## config.mk

```make
export PLATFORM = sky130hd
export DESIGN_NAME = cpc_ram_bank_ctrl
export DESIGN_NICKNAME = d
export VERILOG_FILES = /design/src/rtl/cpc_ram_pkg.sv /design/src/rtl/cpc_iow_capture.sv /design/src/rtl/cpc_ram_bank_ctrl.sv
export SDC_FILE = /design/constraint.sdc
export NUM_CORES = 1
export LEC_CHECK = 0
export ABC_AREA = 0
export ABC_CLOCK_PERIOD_IN_PS = 2200
export CORE_MARGIN = 2
export CORE_UTILIZATION = 30
export DETAILED_ROUTE_END_ITERATION = 7
export PLACE_DENSITY = 0.87
export SLEW_MARGIN = 0
export SYNTH_ARGS = -nofsm -noshare
export SYNTH_HDL_FRONTEND = slang
export SYNTH_SLANG_ARGS = --single-unit
```

## constraint.sdc

```tcl
create_clock -name CLK -period 2.2 [get_ports CLK]
set_input_delay 0.44 -clock CLK [delete_from_list [all_inputs] [get_ports CLK]]
set_output_delay 0.44 -clock CLK [all_outputs]
set_load 0.02 [all_outputs]
```

## src/rtl/cpc_ram_pkg.sv

```systemverilog
// Shared constants and types for the CPC RAM banking controller.
// Holds the mode encodings, the I/O-write capture FSM states and the port decode masks.
package cpc_ram_pkg;

  localparam int MAX_BANK_BITS = 6;

  localparam logic [2:0] MODE_0 = 3'd0;
  localparam logic [2:0] MODE_1 = 3'd1;
  localparam logic [2:0] MODE_2 = 3'd2;
  localparam logic [2:0] MODE_3 = 3'd3;
  localparam logic [2:0] MODE_4 = 3'd4;
  localparam logic [2:0] MODE_5 = 3'd5;
  localparam logic [2:0] MODE_6 = 3'd6;
  localparam logic [2:0] MODE_7 = 3'd7;

  typedef enum logic [1:0] {
    IDLE = 2'd0,
    FILT = 2'd1,
    HOLD = 2'd2
  } iow_state_e;

  // Gate-array RAM-config port: A15 low, data bits 7:6 set to 11.
  localparam logic [15:0] IOW_PORT_MASK  = 16'h8000;
  localparam logic [15:0] IOW_PORT_MATCH = 16'h0000;
  localparam logic [7:0]  IOW_DATA_MASK  = 8'hC0;
  localparam logic [7:0]  IOW_DATA_MATCH = 8'hC0;

endpackage

```

## src/rtl/cpc_iow_capture.sv

```systemverilog
// Filters the RAM-config I/O-write condition and emits one capture strobe per I/O cycle.
// The strobe is combinational so the configuration registers load on that same edge.
module cpc_iow_capture
  import cpc_ram_pkg::*;
#(
  parameter int IOW_FILTER = 1
) (
  input  logic clk,
  input  logic reset_b,
  input  logic iow_hit,
  input  logic ioreq_b,
  output logic capture
);

  localparam logic [1:0] FILT_LAST = 2'(IOW_FILTER);

  generate
    if (IOW_FILTER < 1 || IOW_FILTER > 3) begin : g_bad_filter
      $error("cpc_iow_capture: IOW_FILTER must be 1..3");
    end
  endgenerate

  iow_state_e state_q, state_d;
  logic [1:0] cnt_q, cnt_d;
  logic [1:0] cnt_inc;

  assign cnt_inc = cnt_q + 2'd1;

  always_comb begin
    state_d = state_q;
    cnt_d   = cnt_q;
    capture = 1'b0;
    case (state_q)
      IDLE: begin
        if (iow_hit) begin
          cnt_d = 2'd1;
          if (FILT_LAST == 2'd1) begin
            capture = 1'b1;
            state_d = HOLD;
          end else begin
            state_d = FILT;
          end
        end
      end
      FILT: begin
        if (!iow_hit) begin
          state_d = IDLE;
          cnt_d   = 2'd0;
        end else begin
          cnt_d = cnt_inc;
          if (cnt_inc == FILT_LAST) begin
            capture = 1'b1;
            state_d = HOLD;
          end
        end
      end
      HOLD: begin
        // Stay put until the I/O cycle ends so a long write captures once.
        if (ioreq_b) begin
          state_d = IDLE;
          cnt_d   = 2'd0;
        end
      end
      default: begin
        state_d = IDLE;
        cnt_d   = 2'd0;
      end
    endcase
  end

  always_ff @(posedge clk) begin
    if (!reset_b) begin
      state_q <= IDLE;
      cnt_q   <= 2'd0;
    end else begin
      state_q <= state_d;
      cnt_q   <= cnt_d;
    end
  end

endmodule

```

## src/rtl/cpc_ram_bank_ctrl.sv

```systemverilog
// CPC RAM expansion banking controller: captures gate-array RAM-config writes and maps SRAM.
// Define CPC_RAM_WPROT_EN to let dip1 write-protect the whole expansion.
module cpc_ram_bank_ctrl
  import cpc_ram_pkg::*;
#(
  parameter int BANK_BITS  = 3,
  parameter int IOW_FILTER = 1,
  parameter int HIADR_W    = BANK_BITS + 2
) (
  input  logic               CLK,
  input  logic               RESET_B,
  input  logic [15:0]        A,
  input  logic [7:0]         D,
  input  logic               MREQ_B,
  input  logic               IOREQ_B,
  input  logic               WR_B,
  input  logic               RFSH_B,
  input  logic               M1_B,
  input  logic               dip0,
  input  logic               dip1,
  output logic [HIADR_W-1:0] HIADR,
  output logic               RAMCS_B,
  output logic               RAMWE_B,
  output logic               RAMDIS
);

  generate
    if (BANK_BITS < 3 || BANK_BITS > MAX_BANK_BITS) begin : g_bad_bank
      $error("cpc_ram_bank_ctrl: BANK_BITS must be 3..6");
    end
  endgenerate

  logic                 iow_hit;
  logic                 capture;
  logic [2:0]           cfg_mode_q, cfg_mode_d;
  logic [BANK_BITS-1:0] cfg_bank_q, cfg_bank_d;
  logic [BANK_BITS-1:0] new_bank;
  logic [1:0]           blk;
  logic [1:0]           page;
  logic                 in_map;
  logic                 mapped;
  logic                 wp;

  assign iow_hit = ~IOREQ_B & ~WR_B & M1_B
                 & ((A & IOW_PORT_MASK) == IOW_PORT_MATCH)
                 & ((D & IOW_DATA_MASK) == IOW_DATA_MATCH);

  cpc_iow_capture #(
    .IOW_FILTER(IOW_FILTER)
  ) u_capture (
    .clk     (CLK),
    .reset_b (RESET_B),
    .iow_hit (iow_hit),
    .ioreq_b (IOREQ_B),
    .capture (capture)
  );

  // Extra bank bits come from the inverted high port address lines.
  generate
    if (BANK_BITS > 3) begin : g_wide_bank
      assign new_bank = {~A[8 +: BANK_BITS-3], D[5:3]};
    end else begin : g_base_bank
      assign new_bank = D[5:3];
    end
  endgenerate

  always_comb begin
    cfg_mode_d = cfg_mode_q;
    cfg_bank_d = cfg_bank_q;
    if (capture) begin
      cfg_mode_d = D[2:0];
      cfg_bank_d = new_bank;
    end
  end

  always_ff @(posedge CLK) begin
    if (!RESET_B) begin
      cfg_mode_q <= MODE_0;
      cfg_bank_q <= '0;
    end else begin
      cfg_mode_q <= cfg_mode_d;
      cfg_bank_q <= cfg_bank_d;
    end
  end

  assign blk = A[15:14];

  always_comb begin
    in_map = 1'b0;
    page   = 2'd0;
    case (cfg_mode_q)
      MODE_1, MODE_3: begin
        if (blk == 2'd3) begin
          in_map = 1'b1;
          page   = 2'd3;
        end
      end
      MODE_2: begin
        in_map = 1'b1;
        page   = blk;
      end
      MODE_4, MODE_5, MODE_6, MODE_7: begin
        if (blk == 2'd1) begin
          in_map = 1'b1;
          page   = cfg_mode_q[1:0];
        end
      end
      default: begin
        in_map = 1'b0;
        page   = 2'd0;
      end
    endcase
  end

`ifdef CPC_RAM_WPROT_EN
  assign wp = dip1;
`else
  logic unused_dip1;
  assign unused_dip1 = dip1;
  assign wp          = 1'b0;
`endif

  assign mapped  = dip0 & in_map & ~MREQ_B & RFSH_B;
  assign HIADR   = {cfg_bank_q, page};
  assign RAMCS_B = ~mapped;
  assign RAMDIS  = mapped;
  assign RAMWE_B = ~(mapped & ~WR_B & ~wp);

endmodule

```

==> impl_metrics.env, run 1 <==
export IMPL_ios=41
export IMPL_end_kind="output port"
export IMPL_worst_setup_path_type="in2out"
export IMPL_grt_pass1_vias=345
export IMPL_yosys_warnings=0
export IMPL_die_height_um=41.2
export IMPL_synthCells=48
export IMPL_fp_dieW_um=41.2
export IMPL_rsz0062_at_grt="no"
export IMPL_top_layer_used="met4"
export IMPL_cts_root_buffer="clkbuf_4"
export IMPL_cap_violations=0
export IMPL_slew_viol_final=0
export IMPL_yosysTopAreaCell="dfxtp_1"
export IMPL_ant_nets=0
export IMPL_setup_tns_final_ns=0
export IMPL_met1_length_um=365
export IMPL_period_minus_slack_ns=2.11
export IMPL_postCtsSetupBuffers=0
export IMPL_regArea_um2=140
export IMPL_hold_violations=0
export IMPL_fin_ws_ns=0.0857
export IMPL_period_share_pct=96.1
export IMPL_status="complete, no violations"
export IMPL_drive_above_1_share_pct=15.4
export IMPL_clock_fmax_ghz=0.473
export IMPL_grt_pass1_wl_um=1240
export IMPL_vias=449
export IMPL_synthTopCellsByArea="dfxtp_1, mux2i_1, nand2_1, nand4b_4, o21a_1"
export IMPL_finalWirelength_um=958
export IMPL_synth_seq_cells=7
export IMPL_cts_buffers=3
export IMPL_whs_ns=0.462
export IMPL_final_nets=112
export IMPL_drt_iter0_markers=5
export IMPL_n_antenna_cell=0
export IMPL_worstHoldPathCells=2
export IMPL_multi_input_area_um2=275
export IMPL_slew_headroom_pct=72.7
export IMPL_met2WireLength_um=461
export IMPL_min_path_type="reg2reg"
export IMPL_clkTransAtPathRegs_ns=0.05
export IMPL_avgSynthCellArea_um2=8.65
export IMPL_yosys_area_top_type_share_pct=33.7
export IMPL_synth_seq_area_share_pct=33.7
export IMPL_grt_use_total_pct=11.6
export IMPL_antenna_found_initial=0
export IMPL_vias_per_cell=4.83
export IMPL_tritoncts="built"
export IMPL_clk_latency_ns=0.25
export IMPL_wl_met3_um=112
export IMPL_fill_cells=134
export IMPL_cp_required_ns=1.76
export IMPL_place_hpwl_um=771
export IMPL_netlist_area_um2=415
export IMPL_dr_pass1_iters=2
export IMPL_critical_path_peak_fanout=3
export IMPL_finalSetupViolations=0
export IMPL_utilization_pct=54.7
export IMPL_start_util_pct=31.9
export IMPL_fin_skew_ns=0.00133
export IMPL_power_density_nw_per_um2=414
export IMPL_gp_congestion=0.615
export IMPL_grt_max_degree=14
export IMPL_tightest_slew_ns=0.408
export IMPL_wl_per_cell_um=10.3
export IMPL_worst_r2r_path_depth=3
export IMPL_grt_overflow=0
export IMPL_syn_nets=81
export IMPL_final_area_um2=712
export IMPL_holdBufCountCts=0
export IMPL_clkSinkCount=7
export IMPL_io_buffers=25
export IMPL_arrival_ns=1.67
export IMPL_cts_buffer_depth=2
export IMPL_dieArea_um2=1700
export IMPL_peakVddDrop_mv=0.280
export IMPL_synth_cell_types=16
export IMPL_power_leakage_nw=0.261
export IMPL_rows=13
export IMPL_drc=0
export IMPL_cp_start_kind="input pin"
export IMPL_placed_cell_area_um2=696
export IMPL_pre_cts_ws_ns=-0.316
export IMPL_coreArea_um2=1300
export IMPL_htreeDepth=1
export IMPL_synthToLayoutAreaGrowth_pct=71.4
## sequential cells by signal (all words and copies together), names as in the netlist
register           cells
u_capture.state_q      1
cfg_mode_q             3
cfg_bank_q             3
## Yosys cell counts, drive strengths merged
| library cell | instances |
|---|---|
| nor3b | 1 |
| and3b | 2 |
| nand4b | 1 |
| nor2b | 1 |
| a21oi | 2 |
| nand2 | 14 |
| nor4 | 2 |
| buf | 1 |
| nand2b | 1 |
| dfxtp | 7 |
| nor3 | 2 |
| o21a | 3 |
| nand3 | 1 |
| o21ai | 4 |
| mux2i | 6 |
## where the power goes
group	leakage, nW	switching, mW	internal (mW)	total [mW]
sequential	0.0564	0.000929	0.128	0.129
clock	0.0150	0.0464	0.0691	0.116
combinational	0.190	0.0164	0.0337	0.0501
total	0.261	0.0638	0.231	0.295
## logic make-up after synthesis
kind of cell           synth area share (%)
buffers and inverters                 0.903
AND/OR/NAND/NOR                        38.3
multiplexers                           14.5
AO/OA/AOI/OAI                          12.7
flip-flops                             33.7
## layer usage
| metal | global-route usage (%) | vias to the layer above |
|---|---|---|
| li1 | - | 231 |
| met3 | 3.26 | 2 |
| met5 | 0 | - |
| met2 | 19.5 | 24 |
| met4 | 9.68 | 0 |
| met1 | 11.6 | 192 |
## area by class of cell
cell class / count / share of cell area, %
repair buffers: 27 / 35.3
multi-input cells: 40 / 38.7
well taps: 15 / 2.64
clock buffers: 4 / 3.69
flip-flops and latches: 7 / 19.7
## worst max-delay path, stage by stage
cell	delay [ns]
clkdlybuf4s50_1	0.50
nand3_1	0.12
a21oi_2	0.19
o21ai_0	0.09
dlygate4sd2_1	0.33
## cells in the final DEF, fill, tap and decap left out, drive strengths merged
cell and n:
nand3 1, nand2 14, nor3 2, o21a 3, nand2b 1, dfxtp 7
o21ai 4, clkdlybuf4s50 20, buf 2, dlygate4sd2 3, nor3b 1, nand4b 1
a21oi 2, nor4 2, and3b 2, nor2b 1, mux2i 6, clkbuf 6
## through the flow
stage / total power, mW / instances
floorplan: 0.143 / 48
global placement: 0.182 / 89
detailed placement: 0.183 / 89
CTS: 0.300 / 93
global route: 0.313 / 93
finish: 0.295 / 93
## timing repair
action / 4_1_cts / 5_1_grt
endpoints found under the hold margin: 0 / 0
gates resized for setup: 7 / 4
setup endpoints to repair: 5 / 4
## worst paths after layout
check | start | endpoint | slack [ns]
max | A[14] | RAMCS_B | 0.09
max reg2reg | u_capture.state_q[1]$_SDFFE_PN0P_ | cfg_mode_q[0]$_SDFFE_PN0P_ | 1.15
min reg2reg | cfg_bank_q[1]$_SDFFE_PN0P_ | cfg_bank_q[1]$_SDFFE_PN0P_ | 0.46
min | cfg_bank_q[1]$_SDFFE_PN0P_ | cfg_bank_q[1]$_SDFFE_PN0P_ | 0.46
Power figures use the tool's default switching activity.
==> inputs of run 2 (changes only) <==
- CORE_MARGIN: 2 -> 1
==> run 2 against run 1 <==
Compared with the run above: flip-flop and latch count unchanged; wire length up 10%; sequential share of layout area down 0.24 points; critical path depth unchanged; via count up 2.0%; die area down 9.5%; cell area up 1.2%; fmax down 1.3%; core utilization up 0.67 points; setup slack worse by 0.029 ns; power down 0.49%.
==> impl_metrics.env, run 2 (synthesis gave the netlist of run 1 again) <==
export IMPL_wl_per_cell_um=11.4
export IMPL_grt_overflow=0
export IMPL_period_share_pct=97.4
export IMPL_fin_skew_ns=0.00278
export IMPL_internal_power_mw=0.231
export IMPL_final_area_um2=721
export IMPL_max_stage_delay_ns=0.44
export IMPL_power_leakage_nw=0.272
export IMPL_end_kind="output port"
export IMPL_period_minus_slack_ns=2.14
export IMPL_ant_nets=0
export IMPL_clk_latency_ns=0.25
export IMPL_cp_required_ns=1.76
export IMPL_die_height_um=39.2
export IMPL_cap_violations=0
export IMPL_combPwrFrac_pct=17.2
export IMPL_slew_viol_final=0
export IMPL_regArea_um2=140
export IMPL_vias_per_cell=4.92
export IMPL_rows=13
export IMPL_start_util_pct=31.9
export IMPL_drc=0
export IMPL_cts_root_buffer="clkbuf_4"
export IMPL_finalSetupViolations=0
export IMPL_p_seq_share_pct=44.0
export IMPL_fill_cells=131
export IMPL_grt_use_total_pct=14.9
export IMPL_cp_start_kind="input pin"
export IMPL_cpLargestDelayFamily="buffers and inverters"
export IMPL_grt_pass1_vias=389
export IMPL_final_nets=112
export IMPL_hold_violations=0
export IMPL_antenna_found_initial=0
export IMPL_coreArea_um2=1300
export IMPL_arrival_ns=1.70
export IMPL_worst_setup_path_type="in2out"
export IMPL_pwr_share_clk_pct=38.8
export IMPL_grt_pass1_wl_um=1510
export IMPL_htreeDepth=1
export IMPL_synthToLayoutAreaGrowth_pct=73.5
export IMPL_largest_registers="cfg_bank_q x3, cfg_mode_q x3, u_capture.state_q x1"
export IMPL_tightest_slew_ns=0.406
export IMPL_min_path_type="reg2reg"
export IMPL_power_density_nw_per_um2=407
export IMPL_swShare_pct=21.3
export IMPL_n_antenna_cell=0
export IMPL_clock_fmax_ghz=0.467
export IMPL_cts_buffers=3
export IMPL_peakVddDrop_mv=0.260
export IMPL_critical_path_peak_fanout=4
export IMPL_rsz0062_at_grt="no"
export IMPL_placed_cells=89
export IMPL_power_switching_mw=0.0624
export IMPL_dieArea_um2=1540
export IMPL_postCtsSetupBuffers=0
export IMPL_cts_buffer_depth=2
export IMPL_fin_ws_ns=0.0568
export IMPL_final_cell_mix="clkdlybuf4s50_1, nand2_1, dfxtp_1"
export IMPL_fin_cells=93
export IMPL_mostFrequentLayoutCell="clkdlybuf4s50_1"
export IMPL_ios=41
export IMPL_clkSinkCount=7
export IMPL_slew_headroom_pct=72.9
export IMPL_tritoncts="built"
export IMPL_placed_cell_area_um2=696
export IMPL_pre_cts_ws_ns=-0.330
export IMPL_status="complete, no violations"
export IMPL_drive_above_1_share_pct=12.8
export IMPL_fp_dieW_um=39.2
export IMPL_whs_ns=0.459
export IMPL_place_hpwl_um=852
export IMPL_cp_slowest_cell="clkdlybuf4s50_1"
export IMPL_path_common_cell="o21ai_0"
export IMPL_vias=458
export IMPL_clkTransAtPathRegs_ns=0.05
export IMPL_power_mw=0.293
export IMPL_finalWirelength_um=1060
export IMPL_grt_max_degree=14
export IMPL_dr_pass1_iters=4
export IMPL_multi_input_area_um2=275
export IMPL_worst_path_buf_inv=2
export IMPL_drt_iter0_markers=2
export IMPL_cp_cell_sequence="clkdlybuf4s50_1, and3b_2, o21ai_0, o21ai_0, dlygate4sd2_1"
export IMPL_r2r_slack_ns=1.06
export IMPL_io_buffers=25
export IMPL_gp_congestion=0.651
## run 2: cell types whose count changed in the layout (fill, tap and decap cells not counted), sizes merged
cell,change
clkbuf,-2
clkdlybuf4s15,+2
clkdlybuf4s50,-1
dlygate4sd2,+1
## run 2: per-layer routing
metal	part of all wire, %	GRT usage (%)
met5	0	0
met3	9.2	1.73
met2	51	27.1
met4	1.7	10.3
met1	38	15.6
## run 2: final timing paths
path                                      from                         end  cells after the start
min                 cfg_bank_q[1]$_SDFFE_PN0P_  cfg_bank_q[1]$_SDFFE_PN0P_                      2
max reg2reg  u_capture.state_q[1]$_SDFFE_PN0P_  cfg_mode_q[2]$_SDFFE_PN0P_                      3
min reg2reg         cfg_bank_q[1]$_SDFFE_PN0P_  cfg_bank_q[1]$_SDFFE_PN0P_                      2
max                                      A[14]                    HIADR[1]                      5
## run 2: timing repair
action	CTS	global route
resized for setup	6	3
endpoints found under the setup margin	5	3
hold buffers	0	0
## run 2: metrics by stage
stage	util, %	TNS, ns
floorplan	-	0
global placement	53.5	-1.24
detailed placement	53.5	-1.43
CTS	54.9	0
global route	55.4	0
finish	55.4	0
## run 2: cell type report
cell class / instances / share of cell area (%)
sequential: 7 / 19.4
multi-input combinational: 40 / 38.2
timing repair buffer: 27 / 36.1
tap: 15 / 2.60
clock buffer: 4 / 3.65
## run 2: power by group through the flow
| stage | clock (mW) | sequential [mW] | combinational [mW] |
|---|---|---|---|
| after floorplan | 0 | 0.132 | 0.0115 |
| after global placement | 0 | 0.131 | 0.0502 |
| after detailed placement | 0 | 0.131 | 0.0514 |
| after CTS | 0.121 | 0.129 | 0.0509 |
| after global routing | 0.126 | 0.129 | 0.0540 |
| final | 0.114 | 0.129 | 0.0505 |
## run 2: worst min-delay path: stages, from the launching register on
cell     delay, ns
dfxtp_1       0.31
nand2_1       0.05
mux2i_1       0.05
